<file path="src/rtl/hazard_scheduler_if.sv">
// Signal bundle between the pipeline control plane and the hazard scheduler.
// The master drives the pipeline-state inputs; the slave (the scheduler) drives stall/flush/forward controls.
interface hazard_scheduler_if;
  logic [4:0]  RS1_D;
  logic [4:0]  RS2_D;
  logic [4:0]  RS1_E;
  logic [4:0]  RS2_E;
  logic [4:0]  RD_E;
  logic [1:0]  ResultSrcE;
  logic [4:0]  RD_M;
  logic        RegWriteM;
  logic [4:0]  RD_W;
  logic        RegWriteW;
  logic        PCSrcE;
  logic        MulDivStartE;
  logic        MulDivDoneE;
  logic        CntClr;

  logic        StallF;
  logic        StallFD;
  logic        FlushFD;
  logic        StallD;
  logic        FlushD;
  logic        FlushE;
  logic [1:0]  ForwardAE;
  logic [1:0]  ForwardBE;
  logic        MulDivBusy;
  logic        MulDivTimeout;
  logic [31:0] StallCnt;
  logic [31:0] FlushCnt;

  modport master (
    output RS1_D, RS2_D, RS1_E, RS2_E, RD_E, ResultSrcE,
    output RD_M, RegWriteM, RD_W, RegWriteW,
    output PCSrcE, MulDivStartE, MulDivDoneE, CntClr,
    input  StallF, StallFD, FlushFD, StallD, FlushD, FlushE,
    input  ForwardAE, ForwardBE, MulDivBusy, MulDivTimeout, StallCnt, FlushCnt
  );

  modport slave (
    input  RS1_D, RS2_D, RS1_E, RS2_E, RD_E, ResultSrcE,
    input  RD_M, RegWriteM, RD_W, RegWriteW,
    input  PCSrcE, MulDivStartE, MulDivDoneE, CntClr,
    output StallF, StallFD, FlushFD, StallD, FlushD, FlushE,
    output ForwardAE, ForwardBE, MulDivBusy, MulDivTimeout, StallCnt, FlushCnt
  );
endinterface

</file>
<file path="src/rtl/hazard_scheduler.sv">
// Hazard scheduler: operand forwarding, load-use interlock, branch flush, multi-cycle
// mul/div stall with watchdog, and saturating stall/flush performance counters.
module hazard_scheduler (
  input  logic              clk,
  input  logic              rst,
  hazard_scheduler_if.slave hz
);

  typedef enum logic {IDLE = 1'b0, BUSY = 1'b1} state_t;

  state_t      stateQ;
  state_t      stateD;
  logic [5:0]  watchdog;
  logic        timeoutQ;
  logic [31:0] stallCnt;
  logic [31:0] flushCnt;

  logic        busy;
  logic        ldUse;
  logic        wdExpire;
  logic        branchFlush;
  logic        stallF;
  logic        stallFD;
  logic        flushFD;
  logic        stallD;
  logic        flushD;
  logic        flushE;

  function automatic logic [31:0] satInc(input logic [31:0] v);
    return (v == 32'hFFFF_FFFF) ? v : v + 32'd1;
  endfunction

  // Memory stage wins over writeback because it holds the younger result.
  function automatic logic [1:0] fwdSel(
    input logic [4:0] rs,
    input logic [4:0] rdM,
    input logic       wrM,
    input logic [4:0] rdW,
    input logic       wrW
  );
    if (wrM && (rdM != 5'd0) && (rdM == rs))
      return 2'b10;
    else if (wrW && (rdW != 5'd0) && (rdW == rs))
      return 2'b01;
    else
      return 2'b00;
  endfunction

  assign hz.ForwardAE = fwdSel(hz.RS1_E, hz.RD_M, hz.RegWriteM, hz.RD_W, hz.RegWriteW);
  assign hz.ForwardBE = fwdSel(hz.RS2_E, hz.RD_M, hz.RegWriteM, hz.RD_W, hz.RegWriteW);

  assign ldUse = (hz.ResultSrcE == 2'b01) && (hz.RD_E != 5'd0) &&
                 ((hz.RD_E == hz.RS1_D) || (hz.RD_E == hz.RS2_D));

  // A start that completes in the same cycle never occupies the unit.
  assign busy = (stateQ == BUSY) ||
                ((stateQ == IDLE) && hz.MulDivStartE && !hz.MulDivDoneE);

  assign wdExpire = (stateQ == BUSY) && (watchdog == 6'd63) && !hz.MulDivDoneE;

  always_comb begin
    stateD = stateQ;
    case (stateQ)
      IDLE: if (hz.MulDivStartE && !hz.MulDivDoneE) stateD = BUSY;
      BUSY: if (hz.MulDivDoneE || (watchdog == 6'd63)) stateD = IDLE;
      default: stateD = IDLE;
    endcase
  end

  always_ff @(posedge clk or negedge rst) begin
    if (!rst) begin
      stateQ   <= IDLE;
      watchdog <= 6'd0;
      timeoutQ <= 1'b0;
    end else begin
      stateQ <= stateD;
      if ((stateQ == IDLE) && (stateD == BUSY))
        watchdog <= 6'd0;
      else if (stateQ == BUSY)
        watchdog <= watchdog + 6'd1;
      if (wdExpire)
        timeoutQ <= 1'b1;
    end
  end

  // Priority: multi-cycle busy, then taken branch, then load-use.
  always_comb begin
    stallF      = 1'b0;
    stallFD     = 1'b0;
    flushFD     = 1'b0;
    stallD      = 1'b0;
    flushD      = 1'b0;
    flushE      = 1'b0;
    branchFlush = 1'b0;
    if (busy) begin
      stallF  = 1'b1;
      stallFD = 1'b1;
      stallD  = 1'b1;
      flushE  = 1'b1;
    end else if (hz.PCSrcE) begin
      flushFD     = 1'b1;
      flushD      = 1'b1;
      branchFlush = 1'b1;
    end else if (ldUse) begin
      stallF  = 1'b1;
      stallFD = 1'b1;
      flushD  = 1'b1;
    end
  end

  always_ff @(posedge clk or negedge rst) begin
    if (!rst) begin
      stallCnt <= 32'd0;
      flushCnt <= 32'd0;
    end else if (hz.CntClr) begin
      stallCnt <= 32'd0;
      flushCnt <= 32'd0;
    end else begin
      if (stallF)
        stallCnt <= satInc(stallCnt);
      if (branchFlush)
        flushCnt <= satInc(flushCnt);
    end
  end

  assign hz.StallF        = stallF;
  assign hz.StallFD       = stallFD;
  assign hz.FlushFD       = flushFD;
  assign hz.StallD        = stallD;
  assign hz.FlushD        = flushD;
  assign hz.FlushE        = flushE;
  assign hz.MulDivBusy    = busy;
  assign hz.MulDivTimeout = timeoutQ;
  assign hz.StallCnt      = stallCnt;
  assign hz.FlushCnt      = flushCnt;

endmodule
</file>
<file path="src/flat_wrapper.sv">
// flat-port wrapper written by rule: the top's interface ports become plain ports
module hazard_scheduler_flat 
  (clk, rst, hz_RS1_D, hz_RS2_D, hz_RS1_E, hz_RS2_E, hz_RD_E, hz_ResultSrcE, hz_RD_M, hz_RegWriteM, hz_RD_W, hz_RegWriteW, hz_PCSrcE, hz_MulDivStartE, hz_MulDivDoneE, hz_CntClr, hz_StallF, hz_StallFD, hz_FlushFD, hz_StallD, hz_FlushD, hz_FlushE, hz_ForwardAE, hz_ForwardBE, hz_MulDivBusy, hz_MulDivTimeout, hz_StallCnt, hz_FlushCnt);
  hazard_scheduler_if hz_i ();
  input  logic clk;
  input  logic rst;
  input wire logic [$bits(hz_i.RS1_D)-1:0] hz_RS1_D;
  input wire logic [$bits(hz_i.RS2_D)-1:0] hz_RS2_D;
  input wire logic [$bits(hz_i.RS1_E)-1:0] hz_RS1_E;
  input wire logic [$bits(hz_i.RS2_E)-1:0] hz_RS2_E;
  input wire logic [$bits(hz_i.RD_E)-1:0] hz_RD_E;
  input wire logic [$bits(hz_i.ResultSrcE)-1:0] hz_ResultSrcE;
  input wire logic [$bits(hz_i.RD_M)-1:0] hz_RD_M;
  input wire logic [$bits(hz_i.RegWriteM)-1:0] hz_RegWriteM;
  input wire logic [$bits(hz_i.RD_W)-1:0] hz_RD_W;
  input wire logic [$bits(hz_i.RegWriteW)-1:0] hz_RegWriteW;
  input wire logic [$bits(hz_i.PCSrcE)-1:0] hz_PCSrcE;
  input wire logic [$bits(hz_i.MulDivStartE)-1:0] hz_MulDivStartE;
  input wire logic [$bits(hz_i.MulDivDoneE)-1:0] hz_MulDivDoneE;
  input wire logic [$bits(hz_i.CntClr)-1:0] hz_CntClr;
  output wire logic [$bits(hz_i.StallF)-1:0] hz_StallF;
  output wire logic [$bits(hz_i.StallFD)-1:0] hz_StallFD;
  output wire logic [$bits(hz_i.FlushFD)-1:0] hz_FlushFD;
  output wire logic [$bits(hz_i.StallD)-1:0] hz_StallD;
  output wire logic [$bits(hz_i.FlushD)-1:0] hz_FlushD;
  output wire logic [$bits(hz_i.FlushE)-1:0] hz_FlushE;
  output wire logic [$bits(hz_i.ForwardAE)-1:0] hz_ForwardAE;
  output wire logic [$bits(hz_i.ForwardBE)-1:0] hz_ForwardBE;
  output wire logic [$bits(hz_i.MulDivBusy)-1:0] hz_MulDivBusy;
  output wire logic [$bits(hz_i.MulDivTimeout)-1:0] hz_MulDivTimeout;
  output wire logic [$bits(hz_i.StallCnt)-1:0] hz_StallCnt;
  output wire logic [$bits(hz_i.FlushCnt)-1:0] hz_FlushCnt;
  assign hz_i.RS1_D = hz_RS1_D;
  assign hz_i.RS2_D = hz_RS2_D;
  assign hz_i.RS1_E = hz_RS1_E;
  assign hz_i.RS2_E = hz_RS2_E;
  assign hz_i.RD_E = hz_RD_E;
  assign hz_i.ResultSrcE = hz_ResultSrcE;
  assign hz_i.RD_M = hz_RD_M;
  assign hz_i.RegWriteM = hz_RegWriteM;
  assign hz_i.RD_W = hz_RD_W;
  assign hz_i.RegWriteW = hz_RegWriteW;
  assign hz_i.PCSrcE = hz_PCSrcE;
  assign hz_i.MulDivStartE = hz_MulDivStartE;
  assign hz_i.MulDivDoneE = hz_MulDivDoneE;
  assign hz_i.CntClr = hz_CntClr;
  assign hz_StallF = hz_i.StallF;
  assign hz_StallFD = hz_i.StallFD;
  assign hz_FlushFD = hz_i.FlushFD;
  assign hz_StallD = hz_i.StallD;
  assign hz_FlushD = hz_i.FlushD;
  assign hz_FlushE = hz_i.FlushE;
  assign hz_ForwardAE = hz_i.ForwardAE;
  assign hz_ForwardBE = hz_i.ForwardBE;
  assign hz_MulDivBusy = hz_i.MulDivBusy;
  assign hz_MulDivTimeout = hz_i.MulDivTimeout;
  assign hz_StallCnt = hz_i.StallCnt;
  assign hz_FlushCnt = hz_i.FlushCnt;
  hazard_scheduler u_core (.clk(clk), .rst(rst), .hz(hz_i));
endmodule
</file>
<file path="config.mk">
export PLATFORM = sky130hd
export DESIGN_NAME = hazard_scheduler_flat
export DESIGN_NICKNAME = d
export VERILOG_FILES = /design/src/rtl/hazard_scheduler_if.sv /design/src/rtl/hazard_scheduler.sv /design/src/flat_wrapper.sv
export SDC_FILE = /design/constraint.sdc
export NUM_CORES = 1
export LEC_CHECK = 0
export CAP_MARGIN = 20
export CORE_MARGIN = 2
export CORE_UTILIZATION = 37
export CTS_BUF_LIST = sky130_fd_sc_hd__clkbuf_16
export DETAILED_ROUTE_END_ITERATION = 8
export REMOVE_ABC_BUFFERS = 1
export SYNTH_ARGS = -nofsm -noshare
export SYNTH_HDL_FRONTEND = slang
export SYNTH_SLANG_ARGS = --single-unit
</file>
<file path="constraint.sdc">
create_clock -name clk -period 5.4 [get_ports clk]
set_input_delay 1.08 -clock clk [delete_from_list [all_inputs] [get_ports clk]]
set_output_delay 1.08 -clock clk [all_outputs]
set_load 0.005 [all_outputs]
</file>
After elaboration in Yosys (flattened, before gate mapping)
Cells that the tools add are included.
{"block": "totals", "in_bits": 45, "word_cells": 70, "ff_bits": 72}
{"block": "op_classes", "muxes": 23, "eq_ne": 12, "bitwise_logic": 1, "reduce_logical": 26, "add_sub_neg": 3}
{"op": "32-bit 2-to-1 mux", "n": 6}
{"op": "32-bit by 1-bit adder with 32-bit output, second input constant", "n": 2}
{"op": "32-bit equality test, second input constant", "n": 2}
{"op": "5-bit equality test", "n": 6}
{"op": "5-bit nonzero test", "n": 3}
{"op": "1-bit logical AND", "n": 14}
{"op": "1-bit 2-to-1 mux", "n": 12}
{"op": "6-bit 2-to-1 mux", "n": 2}
{"op": "6-bit by 1-bit adder with 6-bit output, second input constant", "n": 1}
{"op": "6-bit equality test, second input constant", "n": 1}
{"op": "2-bit nonzero test", "n": 3}
{"op": "2-bit 2-to-1 mux", "n": 2}
{"op": "2-bit != test, second input constant", "n": 2}
{"op": "2-bit AND reduction", "n": 2}
{"op": "1-bit logical OR", "n": 3}
{"op": "2-bit by 1-bit equality test with 1-bit output, second input constant", "n": 1}
{"op": "1-bit case mux with 2 select lines", "n": 1}
{"op": "1-bit zero test", "n": 1}
{"op": "1-bit NOT", "n": 1}

Logic depth before layout (Yosys ltp)
Gate-level depths: netlist of run 1.
{"block": "logic_depth", "depth_word": 8, "ltp_mapped": 9, "depth_no_buf": 8}

Least setup slack after synthesis of run 1
Ideal clock, no wire load.
{"block": "synth_path", "kind": "in2out", "startpoint": "input hz_RD_E[0]", "endpoint": "output hz_StallFD", "arrival_time_ps": 2360, "n_path_buf": 2, "setup_slack_ps": 1960, "cell_stages": 7, "required_time_ps": 4320, "path_cell_list": "or4_1 -> o211ai_2 -> nand2_1 -> o21ai_2 -> buf_4 -> inv_1 -> buf_4"}
{"block": "synth_via", "elab_chain_len": 6, "elab_cells_between_ends": 9}
{"element": "start, declared", "line": "flat_wrapper.sv:11", "text": "input wire logic [$bits(hz_i.RD_E)-1:0] hz_RD_E;"}
{"element": "5-bit equality test or 5-bit nonzero test (tied branches)", "line": "hazard_scheduler.sv:53, hazard_scheduler.sv:52"}
{"element": "1-bit logical OR or 1-bit logical AND (tied branches)", "line": "hazard_scheduler.sv:53, hazard_scheduler.sv:52"}
{"element": "1-bit logical AND *", "line": "hazard_scheduler.sv:52", "text": "assign ldUse = (hz.ResultSrcE == 2'b01) && (hz.RD_E != 5'd0) &&"}
{"element": "1-bit 2-to-1 mux * (3 in a row)"}
{"element": "end, declared", "line": "flat_wrapper.sv:22", "text": "output wire logic [$bits(hz_i.StallFD)-1:0] hz_StallFD;"}
Every way passes the cells marked *; elsewhere a longest branch is shown, timed or not.

Final worst setup path of run 1
{"block": "layout_path", "startpoint": "input hz_MulDivDoneE", "endpoint": "output hz_StallFD"}
{"block": "layout_via", "elab_chain_len": 4}
{"element": "start, declared", "line": "flat_wrapper.sv:19", "text": "input wire logic [$bits(hz_i.MulDivDoneE)-1:0] hz_MulDivDoneE;"}
{"element": "1-bit zero test", "line": "hazard_scheduler.sv:57", "text": "((stateQ == IDLE) && hz.MulDivStartE && !hz.MulDivDoneE);"}
{"element": "1-bit logical AND", "line": "hazard_scheduler.sv:57"}
{"element": "1-bit logical OR", "line": "hazard_scheduler.sv:56", "text": "assign busy = (stateQ == BUSY) ||"}
{"element": "1-bit 2-to-1 mux", "line": "hazard_scheduler.sv:95", "text": "if (busy) begin"}
Every way passes these cells.

==> flow_summary.yaml, run 1 <==
synth:
  synth.cell_area_um2: 4390
  ys.flop_type: "dfrtp_1"
  synth_top_area_share_pct: 41.0
  postSynthAreaPerCell_um2: 9.05
  yosys.area_share.simple_pct: 29.8
  synth_adder_area_share_pct: 0.855
  syn_inst: 485
  synthMuxAreaShare_pct: 3.28
  synthArstFlopShare_pct: 100
  synth_xor_area_share_pct: 10.8
  synth_top_family_by_area: "simple AND/OR/NAND/NOR gates"
  synth-edff-count: 0
  yosys_warnings: 0
  synth_top_area_cell: "dfrtp_1"
  synth_common_cells: "72 x dfrtp_1, 43 x nor2_1, 34 x xnor2_1"
  synthTopCellsByArea: "dfrtp_1 41%, xnor2_1 6.8%, xor2_1 4.0%"
  yosysMostFrequentCell: "dfrtp_1"
  ys_types: 47
  seq_area_frac_synth_pct: 41.0
  synth-compound-area-share_pct: 10.2
  ys_ff_latch: 72
global_routing:
  top_usage_layer: "met2"
  track_usage_pct: 19.3
  use_met1_pct: 25.8
  first_global_vias: 3989
  overflow: 0
  grt_max_degree: 43
  grt.met3_usage_pct: 3.91
  grt_pass1_wl_um: 19700
  met2_usage_pct: 31.0
  antenna_found_initial: 0
clock_network:
  cts.repair.resized: 0
  clockRootBuffer: "clkbuf_16"
  clk_pin_slew_ns: 0.05
  cts_setup_buffers: 0
  insertion_delay_ns: 0.34
  numClockSinks: 72
  htreeDepth: 3
  clk_path_buf_depth: 2
  numCtsBuffers: 9
  cts_tree: "yes"
  hold_buffers: 0
pwr:
  total_power_mw: 1.32
  p_switching_uw: 334
  pwr-share-seq_pct: 43.4
  peakVddDrop_mv: 0.164
  power_frac_comb_pct: 12.9
  sw_frac_of_total_pct: 25.3
  clock_power_share_pct: 43.7
  p_per_area_nw_per_um2: 222
  p_leak_nw: 2.25
  p_int_uw: 985
worst_setup_path:
  crit_arrival_ns: 3.35
  crit_type: "in -> out"
  critPathSlowestCell: "o21ai_2"
  worstPathRequired_ns: 4.32
  worstSetupEndpointType: "output port"
  startpoint_type: "input port"
  crit_fanout: 15
  path_cells: "clkdlybuf4s50_1, nor2b_1, nor2_1, inv_1, o21ai_2, inv_1, clkdlybuf4s50_1"
  max_stage_delay_ns: 0.57
timing:
  final.period_utilization_pct: 82.1
  fin_skew_ns: 0.0124
  slew_headroom_pct: 44.8
  fin_hold_ws_ns: 0.479
  slew_violations: 0
  period_needed_ns: 4.43
  setup_tns_ns: 0
  hold_viol: 0
  tightestPinTransition_ns: 0.828
  setup_violations: 0
  rsz0062_at_grt: "false"
  fmax_mhz: 226
die:
  ios: 121
  num_rows: 39
  die_area_um2: 12700
  dieWidth_um: 113
  fp.dieH_um: 113
  start_util_pct: 38.1
  coreArea_um2: 11500
place:
  dp_hpwl_um: 8430
  port_buffers: 120
  place.gp.congestion: 0.804
status:
  status: "complete, but fails checks"
  violations: "design-rule violations"
detailed_routing:
  drtAntennaViolNets: 0
  drt_first_pass_iters: 7
  vias_per_cell: 5.45
  drt_iter0_drc: 273
  wire_per_inst_um: 15.9
  via_count: 4060
  routed_wl_um: 11800
  drc: 11
layout:
  filler_cell_count: 1068
  area_growth_syn_to_layout_pct: 35.1
  drive_above_1_share_pct: 6.98
  fin_nets: 646
  diodes: 0
  fin_util_pct: 51.5
  multi_input_comb_area_um2: 2410
  seqCellArea_um2: 1800
run:
  maxCapViolCount: 0
min_path:
  hold_path.class: "reg -> reg"
-- flip-flops by register name, indices dropped and copies added (netlist names) --
name / cells
u_core.hz.FlushCnt: 32
u_core.hz.MulDivTimeout: 1
u_core.hz.StallCnt: 32
u_core.stateQ: 1
u_core.watchdog: 6
-- logic make-up after synthesis --
| kind of cell | Yosys count |
|---|---|
| multiplexers | 13 |
| AO/OA/AOI/OAI | 74 |
| buffers and inverters | 34 |
| adder cells (fa/ha/maj) | 3 |
| AND/OR/NAND/NOR | 235 |
| XOR/XNOR | 54 |
| flip-flops | 72 |
-- cell type report --
type / instances / share of cell area, %
clock inverters: 6 / 0.886
repair buffers: 123 / 20.5
inverters: 13 / 0.823
multi-input cells: 379 / 40.6
clock buffers: 9 / 3.80
well taps: 143 / 3.02
flip-flops and latches: 72 / 30.4
-- metrics by stage --
step	setup slack [ns]	cells	cell area [µm²]
2_1_floorplan	2.11	464	4260
3_3_place_gp	1.02	730	5650
3_5_place_dp	0.954	730	5650
4_1_cts	0.941	745	5930
5_1_grt	0.749	745	5930
6_report	0.966	745	5930
-- per-layer routing --
metal | share of wire, % | wire [µm]
met4 | 2.2 | 257
met1 | 46 | 5480
met2 | 47 | 5510
met3 | 4.8 | 565
met5 | 0 | 0
-- power by group through the flow --
stage | clock, mW | sequential, mW | combinational [mW]
after global placement | 0 | 0.582 | 0.168
after floorplan | 0 | 0.578 | 0.0714
after CTS | 0.590 | 0.572 | 0.172
final | 0.577 | 0.572 | 0.170
after detailed placement | 0 | 0.581 | 0.172
after global routing | 0.615 | 0.575 | 0.189
-- worst max-delay path: cells and delay by family --
| kind | cells | cell delay, ns |
|---|---|---|
| simple gates | 2 | 0.38 |
| compound gates | 1 | 0.57 |
| buf+inv | 4 | 1.32 |
-- final timing paths --
path                                          from                       to  slack [ns]  depth (start not counted)
min reg2reg                u_core.hz.MulDivTimeout  u_core.hz.MulDivTimeout        0.48                          1
max in group asynchronous                      rst   u_core.hz.FlushCnt[16]        3.59                          2
min                        u_core.hz.MulDivTimeout  u_core.hz.MulDivTimeout        0.48                          1
max reg2reg                 u_core.hz.StallCnt[21]   u_core.hz.StallCnt[25]        2.70                          7
min in group asynchronous                      rst       u_core.watchdog[5]        0.79                          1
max                                 hz_MulDivDoneE               hz_StallFD        0.97                          7
-- cells in the final DEF (no fill, tap or decap), types with 2 or more instances in the layout --
cell type and count:
a21oi_1 29, and2_1 4, and3_1 14, and4_1 9
buf_2 2, buf_4 3, clkbuf_16 9, clkdlybuf4s50_1 118
clkinv_2 3, dfrtp_1 72, ha_1 3, inv_1 13
mux2_2 11, mux2i_1 2, nand2_1 33, nand2b_1 2
nand3_1 30, nand4_1 15, nor2_1 43, nor2b_1 9
nor3_1 13, nor3b_1 3, nor4_1 16, nor4b_1 2
o21ai_0 23, o21ai_2 3, o31ai_1 10, or3_1 20
or4_1 15, xnor2_1 34, xor2_1 20
Note: power is estimated with default switching activity, not from simulation.
==> run 2: changes to the inputs <==
- PLACE_DENSITY: not set -> 0.67
- clock period: 5.4 -> 3.9 ns (I/O delays scaled with it)
==> flow_summary.yaml, run 2 (same netlist as run 1, synthesis figures left out) <==
clock_network:
  htreeDepth: 3
  hold_buffers: 0
  clockRootBuffer: "clkbuf_16"
  clk_pin_slew_ns: 0.05
  cts_tree: "yes"
  numClockSinks: 72
  insertion_delay_ns: 0.34
  cts_setup_buffers: 0
  clk_path_buf_depth: 2
  numCtsBuffers: 9
  cts.repair.resized: 0
die:
  coreArea_um2: 11500
  num_rows: 39
  die_area_um2: 12700
  ios: 121
  start_util_pct: 38.1
  fp.dieH_um: 113
  dieWidth_um: 113
worst_setup_path:
  worstSetupEndpointType: "output port"
  startpoint_type: "input port"
  worstPathRequired_ns: 3.12
  crit_arrival_ns: 2.96
  crit_fanout: 3
  crit_type: "in -> out"
detailed_routing:
  vias_per_cell: 5.51
  wire_per_inst_um: 15.6
  drt_iter0_drc: 271
  via_count: 4133
  drtAntennaViolNets: 0
  drt_first_pass_iters: 6
  drc: 8
  routed_wl_um: 11700
place:
  place.gp.congestion: 0.879
  port_buffers: 120
  dp_slack_ns: 0.151
  place_area_um2: 5690
  dp_hpwl_um: 8590
  dp.cells: 735
layout:
  drive_above_1_share_pct: 7.58
  final_common_cell: "clkdlybuf4s50_1"
  final_area_um2: 5970
  fin_nets: 651
  area_growth_syn_to_layout_pct: 35.9
  fin_cells: 750
  diodes: 0
  layout_common_cells: "118 x clkdlybuf4s50_1, 72 x dfrtp_1, 43 x nor2_1"
timing:
  hold_viol: 0
  slew_violations: 0
  setup_tns_ns: 0
  fin_ws_ns: 0.156
  slew_headroom_pct: 41.5
  tightestPinTransition_ns: 0.878
  setup_violations: 0
  period_needed_ns: 3.74
  final.period_utilization_pct: 96.0
  fmax_mhz: 267
  fin_skew_ns: 0.00681
  rsz0062_at_grt: "false"
status:
  violations: "design-rule violations"
  status: "complete, but fails checks"
global_routing:
  grt_max_degree: 39
  overflow: 0
  grt_pass1_wl_um: 19600
  first_global_vias: 3937
  track_usage_pct: 19.0
  antenna_found_initial: 0
min_path:
  hold_path.class: "reg -> reg"
pwr:
  p_leak_nw: 2.27
  peakVddDrop_mv: 0.198
  p_per_area_nw_per_um2: 306
run:
  maxCapViolCount: 0
run 2: cell types whose count changed in the layout (fill, tap and decap cells not counted):
cell | previous run | this run
clkinv_2 | 3 | 2
inv_1 | 13 | 12
clkinv_1 | 1 | 3
buf_4 | 3 | 8
run 2: area by class of cell:
| cell class | count | area, µm² |
|---|---|---|
| Inverter | 13 | 48.8 |
| Fill cell | 1080 | 5550 |
| Tap cell | 143 | 179 |
| Timing Repair Buffer | 128 | 1250 |
| Clock inverter | 6 | 51.3 |
| Clock buffer | 9 | 225 |
| Multi-Input combinational cell | 379 | 2410 |
| Sequential cell | 72 | 1800 |
run 2: final timing paths:
check                                          end  slack [ns]  depth (start not counted)                     from
setup / recovery                   hz_ForwardAE[0]        0.16                          6               hz_RD_M[4]
hold / removal             u_core.hz.MulDivTimeout        0.48                          1  u_core.hz.MulDivTimeout
hold reg to reg            u_core.hz.MulDivTimeout        0.48                          1  u_core.hz.MulDivTimeout
setup reg to reg            u_core.hz.StallCnt[17]        1.33                          7   u_core.hz.StallCnt[20]
max in group asynchronous   u_core.hz.StallCnt[10]        2.54                          2                      rst
min in group asynchronous       u_core.watchdog[0]        0.55                          1                      rst
run 2: stage by stage:
step	utilization (%)	hold WS [ns]	power [mW]
floorplan	-	0.450	0.900
global placement	49.4	0.471	1.04
detailed placement	49.4	0.468	1.05
CTS	51.8	0.479	1.85
global route	51.8	0.486	1.92
finish	51.8	0.477	1.83
run 2: worst max-delay path, stage by stage:
cell and delay, ns:
clkdlybuf4s50_1 0.46, or4_1 0.52, o21ai_0 0.24, nor4_1 0.12, nor4_1 0.29, clkdlybuf4s50_1 0.56
run 2: metal layers:
| layer | share of wire [%] | global-route usage (%) | vias to the layer above |
|---|---|---|---|
| met3 | 4.7 | 4.61 | 15 |
| li1 | - | - | 2003 |
| met5 | 0 | 0 | - |
| met2 | 49 | 31.6 | 94 |
| met1 | 45 | 24.5 | 2021 |
| met4 | 1.3 | 5.93 | 0 |
run 2: report_power, final:
group / internal [mW] / total (mW) / switching (mW) / leakage [nW]
Clock: 0.482 / 0.794 / 0.312 / 0.138
Combinational: 0.118 / 0.241 / 0.123 / 1.13
Sequential: 0.768 / 0.793 / 0.0256 / 0.999
